<file path="src/rtl/fifo_drain.sv">
// Drains an upstream FIFO with one-cycle read latency into a valid/ready stream via a 2-entry skid buffer.
// Optional macro FIFO_DRAIN_STATS_EN adds the pop_count handshake counter port.
module fifo_drain #(
   parameter int WIDTH = 8,
   parameter int CNT_W = 16
) (
   input  logic             clk,
   input  logic             rst,
   input  logic             en,
   output logic             fifo_ren,
   input  logic [WIDTH-1:0] fifo_data,
   input  logic             fifo_data_valid,
   input  logic             fifo_empty,
   output logic [WIDTH-1:0] out_data,
   output logic             out_valid,
   input  logic             out_ready,
   output logic             protocol_err
`ifdef FIFO_DRAIN_STATS_EN
   ,
   output logic [CNT_W-1:0] pop_count
`endif
);

   if (WIDTH < 1 || CNT_W < 1) begin : g_param_check
      $error("fifo_drain: WIDTH and CNT_W must be at least 1");
   end

   logic [1:0]       occ_q, occ_d;
   logic             valid_q, valid_d;
   logic             inflight_q, inflight_d;
   logic             err_q, err_d;
   logic             rst_seen_q, rst_seen_d;
   logic [WIDTH-1:0] buf0_q, buf0_d;
   logic [WIDTH-1:0] buf1_q, buf1_d;
   logic             pop_s;
   logic             push_s;
   logic [2:0]       level_s;
`ifdef FIFO_DRAIN_STATS_EN
   logic [CNT_W-1:0] cnt_q, cnt_d;
`endif

   // Next-state logic: read request, buffer update and sticky error.
   always_comb begin
      pop_s      = valid_q & out_ready;
      push_s     = fifo_data_valid & inflight_q;
      // Words that will be held after this cycle if no new read is issued.
      level_s    = {1'b0, occ_q} + {2'b00, inflight_q} - {2'b00, pop_s};
      fifo_ren   = ~rst & en & ~fifo_empty & (level_s <= 3'd1);
      inflight_d = fifo_ren;
      rst_seen_d = 1'b0;
      err_d      = err_q | (fifo_data_valid & ~inflight_q & ~rst_seen_q);
      occ_d      = occ_q;
      buf0_d     = buf0_q;
      buf1_d     = buf1_q;
      case ({occ_q, push_s, pop_s})
         4'b0010, 4'b0011: begin
            buf0_d = fifo_data;
            occ_d  = 2'd1;
         end
         4'b0101: begin
            occ_d  = 2'd0;
         end
         4'b0110: begin
            buf1_d = fifo_data;
            occ_d  = 2'd2;
         end
         4'b0111: begin
            buf0_d = fifo_data;
         end
         4'b1001: begin
            buf0_d = buf1_q;
            occ_d  = 2'd1;
         end
         4'b1011: begin
            buf0_d = buf1_q;
            buf1_d = fifo_data;
         end
         default: begin
            occ_d  = occ_q;
         end
      endcase
      valid_d    = (occ_d != 2'd0);
`ifdef FIFO_DRAIN_STATS_EN
      cnt_d      = cnt_q + {{(CNT_W-1){1'b0}}, pop_s};
`endif
   end

   // Control state with synchronous reset.
   always_ff @(posedge clk) begin
      if (rst) begin
         occ_q      <= 2'd0;
         valid_q    <= 1'b0;
         inflight_q <= 1'b0;
         err_q      <= 1'b0;
         rst_seen_q <= 1'b1;
`ifdef FIFO_DRAIN_STATS_EN
         cnt_q      <= {CNT_W{1'b0}};
`endif
      end else begin
         occ_q      <= occ_d;
         valid_q    <= valid_d;
         inflight_q <= inflight_d;
         err_q      <= err_d;
         rst_seen_q <= rst_seen_d;
`ifdef FIFO_DRAIN_STATS_EN
         cnt_q      <= cnt_d;
`endif
      end
   end

   // Buffer payload needs no reset; occupancy decides what is meaningful.
   always_ff @(posedge clk) begin
      buf0_q <= buf0_d;
      buf1_q <= buf1_d;
   end

   assign out_data     = buf0_q;
   assign out_valid    = valid_q;
   assign protocol_err = err_q;
`ifdef FIFO_DRAIN_STATS_EN
   assign pop_count    = cnt_q;
`endif

endmodule
</file>
<file path="config.mk">
export PLATFORM = sky130hd
export DESIGN_NAME = fifo_drain
export DESIGN_NICKNAME = d
export VERILOG_FILES = /design/src/rtl/fifo_drain.sv
export SDC_FILE = /design/constraint.sdc
export NUM_CORES = 1
export LEC_CHECK = 0
export ABC_AREA = 1
export ABC_CLOCK_PERIOD_IN_PS = 2500
export CAP_MARGIN = 10
export CORE_MARGIN = 2
export CORE_UTILIZATION = 46
export CTS_CLUSTER_DIAMETER = 30
export DETAILED_ROUTE_END_ITERATION = 16
export GPL_TIMING_DRIVEN = 0
export MAX_ROUTING_LAYER = met4
export PLACE_DENSITY = 0.76
export SLEW_MARGIN = 20
export SYNTH_ARGS = -nofsm -noshare
export SYNTH_HDL_FRONTEND = slang
export SYNTH_SLANG_ARGS = --single-unit
</file>
<file path="constraint.sdc">
create_clock -name clk -period 2.5 [get_ports clk]
set_input_delay 0.625 -clock clk [delete_from_list [all_inputs] [get_ports clk]]
set_output_delay 0.625 -clock clk [all_outputs]
set_load 0.005 [all_outputs]
</file>
==> reports/results.tsv, run 1 <==
metric	value	unit
status	finished with violations	
violations	negative setup slack	
fin_setup_tns	-189	ps
numCtsBuffers	3	
grt_max_degree	14	
drive_above_1_share	19.7	%
nets	134	
timing.fmax	372	MHz
ys.flop_type	edfxtp_1	
ys_ff_latch	22	
avgSynthCellArea	11.0	um2
async_flop_share	0	%
fin_util	67.7	%
start_kind	input port	
drtIter0Drc	13	
firstDrtPassIters	4	
die_h	49.3	um
worstMarginPinSlew	919	ps
core	0.00194	mm2
track_usage	18.2	%
n_fill_cell	145	
synth_area	942	um2
fin_ws	-189	ps
hp-class	reg2reg	
peakVddDrop	0.432	mV
start_util	48.5	%
antenna_left	0	
final.min_clock_period	2690	ps
leakage	0.565	nW
synth_edf_count	16	
yosys_warnings	0	
seq_area_frac_synth	63.7	%
cts_buffer_depth	2	
synth_common_cells	nand2_1 (27), edfxtp_1 (16), nand3_1 (9)	
path_class	in2out	
drv_slew	0	
worstPathMaxFanout	2	
grt_overflow	0	
skew	13.2	ps
multi_input_area	324	um2
hold_viol	0	
yosysTopAreaCell	edfxtp_1	
cp_data_arrival_time	2060	ps
antenna_found_initial	0	
seqCellArea	604	um2
relSlewSlack	38.7	%
timing.hold.ws	487	ps
p_total	0.000743	W
power_density	565	mW/mm2
synthTopCellsByArea	edfxtp_1 (51%), dfxtp_1 (13%), nand2_1 (11%), nand3_1 (4.8%), inv_1 (2.8%)	
grt_pass1_vias	719	
numPortBuffers	24	
num_io_pins	25	
totalWireLength	1900	um
cts_tree	yes	
routedWlPerCell	13.2	um
finalCritPeriodShare	108	%
n_antenna_cell	0	
setup_viol	1	
syn-instance-count	86	
syn_nets	102	
viasPerCell	4.98	
rsz0062_at_grt	yes	
clk_latency	310	ps
drc	0	
place_congestion	0.811	
hpwl	1380	um
std_cell_rows	16	
synthMostInstantiatedCell	nand2_1	
die-area	0.00243	mm2
synth_top_area_share	51.0	%
cp.required	1880	ps
grt_pass1_wl	3170	um
critPathCaptureType	output port	
clk_pin_slew	110	ps
clockRootBuffer	clkbuf_4	
vias	717	
cts_max_level	1	
areaGrowthSynthToFinish	39.6	%
die_w	49.3	um
cts.sinks	22	
ys_types	21	
maxCapViolCount	0	
==> final cells by class <==
type                            count  area share [%]
Clock buffer                        3            1.71
Timing Repair Buffer               27            19.7
Buffer                              1           0.856
Multi-Input combinational cell     55            24.6
Tap cell                           27            2.57
Clock inverter                      1            2.28
Sequential cell                    22            46.0
Inverter                            8            2.28
==> cell usage in the layout, fill, tap and decap left out, types with 4 or more instances in the layout <==
cell / instances
nand2_1: 26
nor2_1: 4
inv_1: 5
clkdlybuf4s50_1: 22
edfxtp_1: 16
nand3_1: 9
==> kinds of logic (layout without fill, tap and decap cells) <==
kind of cell,Yosys count,count (layout),synth area share (%)
buf+inv,9,40,4.38
simple gates,46,46,23.1
compound gates,5,5,3.45
fa+ha+maj,2,2,3.45
xor+xnor,2,2,1.86
flops,22,22,63.7
==> through the flow <==
stage          instance area, um2  instances  setup slack [ps]
6_report                     1320        144              -189
5_1_grt                      1320        144              -297
4_1_cts                      1310        144              -292
3_5_place_dp                 1220        137             -1070
3_3_place_gp                 1220        137              -948
2_1_floorplan                 942         86              28.9
==> registers in the layout (all words and copies together), names as in the netlist <==
register / count
buf1_q: 8
inflight_q: 1
occ_q: 2
out_data: 8
out_valid: 1
protocol_err: 1
rst_seen_q: 1
==> what timing repair did <==
| item | 4_1_cts | 5_1_grt |
|---|---|---|
| buffers inserted | 3 | 0 |
| hold buffers | 0 | 0 |
| setup endpoints to repair | 1 | 1 |
| resized for setup | 15 | 4 |
| pin swaps | 5 | 5 |
==> layer usage <==
metal / wire (um) / vias up / track usage (%)
li1: - / 350 / -
met5: 0 / - / -
met4: 44 / 0 / 10.5
met1: 747 / 336 / 20.0
met3: 99 / 5 / 3.99
met2: 1010 / 26 / 30.2
==> final timing paths <==
path | from | end | slack [ps] | depth (start not counted)
setup / recovery | out_ready | fifo_ren | -190 | 9
hold / removal | protocol_err | protocol_err | 490 | 1
setup reg to reg | out_valid | out_data[7] | 360 | 7
hold reg to reg | protocol_err | protocol_err | 490 | 1
==> worst max-delay path: stages <==
cell and delay (ps):
buf_6 90, nand2_4 60, xor2_2 140, ha_2 190, inv_2 30, fa_1 490
nand2_2 70, nor4_2 210, buf_2 150
==> power by group <==
group          switching, W  internal, W
clock network      0.000106     0.000162
logic             0.0000288    0.0000399
registers        0.00000686     0.000400
(Power assumes the default switching activity.)
==> run 2, diff against run 1 <==
--- a/config.mk
+++ b/config.mk
@@ -7,7 +7,7 @@
 export LEC_CHECK = 0
 export ABC_AREA = 1
 export ABC_CLOCK_PERIOD_IN_PS = 2500
-export CAP_MARGIN = 10
+export CAP_MARGIN = 20
 export CORE_MARGIN = 2
 export CORE_UTILIZATION = 46
 export CTS_CLUSTER_DIAMETER = 30
@@ -15,7 +15,6 @@
 export GPL_TIMING_DRIVEN = 0
 export MAX_ROUTING_LAYER = met4
 export PLACE_DENSITY = 0.76
-export SLEW_MARGIN = 20
 export SYNTH_ARGS = -nofsm -noshare
 export SYNTH_HDL_FRONTEND = slang
 export SYNTH_SLANG_ARGS = --single-unit
==> results of run 2 <==
Same layout as run 1: the final DEF is identical, and so are final timing and power.
==> run 3, diff against run 2 <==
--- a/config.mk
+++ b/config.mk
@@ -6,12 +6,13 @@
 export NUM_CORES = 1
 export LEC_CHECK = 0
 export ABC_AREA = 1
-export ABC_CLOCK_PERIOD_IN_PS = 2500
+export ABC_CLOCK_PERIOD_IN_PS = 2900
 export CAP_MARGIN = 20
 export CORE_MARGIN = 2
 export CORE_UTILIZATION = 46
 export CTS_CLUSTER_DIAMETER = 30
 export DETAILED_ROUTE_END_ITERATION = 16
+export GPL_ROUTABILITY_DRIVEN = 0
 export GPL_TIMING_DRIVEN = 0
 export MAX_ROUTING_LAYER = met4
 export PLACE_DENSITY = 0.76
==> constraint.sdc (replaced) <==
create_clock -name clk -period 2.9 [get_ports clk]
set_input_delay 0.725 -clock clk [delete_from_list [all_inputs] [get_ports clk]]
set_output_delay 0.725 -clock clk [all_outputs]
set_load 0.005 [all_outputs]
==> run 3 against run 2 <==
  * The flow now finishes without violations
  * Wire length is 0.89% lower
  * Flip-flop and latch count is the same
  * Count of clock-buffer cells in the layout is the same
  * Worst setup slack improved by 190 ps
  * Cell count is the same
  * Hold slack is essentially flat
  * Largest power group unchanged
==> reports/results.tsv, run 3 (same netlist as run 1, synthesis figures left out) <==
metric	value	unit	change
status	completed		was finished with violations
hpwl	1380	um	unchanged
clk_pin_slew	110	ps	about the same
setup_viol	0		was 1
num_io_pins	25		unchanged
areaGrowthSynthToFinish	39.2	%	was 39.6%
cts_tree	yes		unchanged
skew	13.9	ps	was 13.2 ps
power_density	487	mW/mm2	was 565 mW/mm2
hold_viol	0		unchanged
swShare	18.8	%	was 19.1%
numPortBuffers	24		unchanged
die_h	49.3	um	unchanged
die_w	49.3	um	unchanged
clkPwrFrac	35.9	%	was 36.1%
fin_util	67.5	%	was 67.7%
place_inst	137		unchanged
clockRootBuffer	clkbuf_4		unchanged
grt_overflow	0		unchanged
maxCapViolCount	0		unchanged
cts_buffer_depth	2		unchanged
cp.required	2170	ps	was 1880 ps
start_util	48.5	%	unchanged
numCtsBuffers	3		unchanged
core	0.00194	mm2	unchanged
nets	134		unchanged
relSlewSlack	38.6	%	was 38.7%
totalWireLength	1880	um	was 1900 um
finalCritPeriodShare	99.9	%	
n_antenna_cell	0		unchanged
pwr-share-seq	54.8	%	was 54.7%
viasPerCell	5.02		was 4.98
track_usage	18.2	%	unchanged
mostFrequentLayoutCells	nand2_1 (26), clkdlybuf4s50_1 (22), edfxtp_1 (16)		unchanged
die-area	0.00243	mm2	unchanged
path_class	in2out		unchanged
worstMarginPinSlew	921	ps	was 919 ps
pwr-share-comb	9.3	%	was 9.2%
antenna_found_initial	0		unchanged
start_kind	input port		unchanged
fin_area	0.00131	mm2	was 0.00132 mm2
drc	0		unchanged
cts.sinks	22		unchanged
vias	723		was 717
worstPathMaxFanout	2		unchanged
leakage	0.564	nW	was 0.565 nW
hp-class	reg2reg		unchanged
intPower	0.000518	W	was 0.000602 W
antenna_left	0		unchanged
drv_slew	0		unchanged
std_cell_rows	16		unchanged
rsz0062_at_grt	yes		unchanged
final.min_clock_period	2900	ps	
critPathCaptureType	output port		unchanged
p_sw	0.000120	W	was 0.000142 W
grt_max_degree	14		unchanged
grt_pass1_wl	3170	um	unchanged
drtIter0Drc	12		was 13
cp_data_arrival_time	2170	ps	was 2060 ps
layout_commonest_cell	nand2_1		unchanged
grt_pass1_vias	719		unchanged
n_fill_cell	146		was 145
drive_above_1_share	16.2	%	was 19.7%
clk_latency	310	ps	about the same
cts_max_level	1		unchanged
placement.cell_area	0.00122	mm2	unchanged
cts_hold_buffers	0		unchanged
peakVddDrop	0.367	mV	was 0.432 mV
final_cells	144		unchanged
firstDrtPassIters	4		unchanged
routedWlPerCell	13.1	um	was 13.2 um
timing.fmax	345	MHz	
p_total	0.000638	W	was 0.000743 W
run 3: cell counts in the layout (fill, tap and decap cells not counted):
Identical to the previous run, type by type.
run 3: layout make-up:
cell class | instances | area [um2] | area share [%]
flip-flops and latches | 22 | 601 | 45.8
multi-input cells | 55 | 324 | 24.7
repair buffers | 27 | 259 | 19.8
well taps | 27 | 33.8 | 2.58
clock inverters | 1 | 30.0 | 2.29
inverters | 8 | 30.0 | 2.29
clock buffers | 3 | 22.5 | 1.72
plain buffers | 1 | 11.3 | 0.859
run 3: metrics by stage:
step	hold slack, ps	setup slack, ps	setup TNS (ps)
3_3_place_gp	450	-748	-748
6_report	486	3.53	0
5_1_grt	511	-103	-103
4_1_cts	490	-92.5	-92.5
2_1_floorplan	464	229	0
3_5_place_dp	457	-866	-866
run 3: timing repair:
item | 4_1_cts | 5_1_grt
cloned | 0 | 0
setup endpoints to repair | 1 | 1
buffers inserted | 3 | 0
pin swaps | 5 | 3
resized for setup | 14 | 1
run 3: final timing paths:
path | cells after the start | startpoint | slack [ps] | endpoint
hold / removal | 1 | protocol_err | 490 | protocol_err
setup / recovery | 9 | out_ready | 4 | fifo_ren
hold reg to reg | 1 | protocol_err | 490 | protocol_err
setup reg to reg | 7 | out_valid | 730 | out_data[7]
run 3: power groups by stage:
stage | registers (W) | clock network [W] | logic, W
detailed placement | 0.000357 | 0 | 0.0000541
global route | 0.000351 | 0.000247 | 0.0000648
floorplan | 0.000356 | 0 | 0.0000198
global placement | 0.000356 | 0 | 0.0000517
finish | 0.000350 | 0.000229 | 0.0000592
CTS | 0.000350 | 0.000232 | 0.0000586
run 3: metal layers:
metal  track usage, %  wire [um]  up-vias  part of all wire, %
li1                 -          -      349                    -
met5                -          0        -                    0
met2             30.2       1000       28                   53
met4             10.5         38        0                  2.0
met3             3.99         98        5                  5.2
met1             20.0        745      341                   40
run 3: critical path: stages:
cell and delay, ps:
buf_6 90, nand2_4 70, xor2_2 140, ha_2 190, inv_2 30, fa_1 490, nand2_2 70, nor4_2 210
buf_2 150
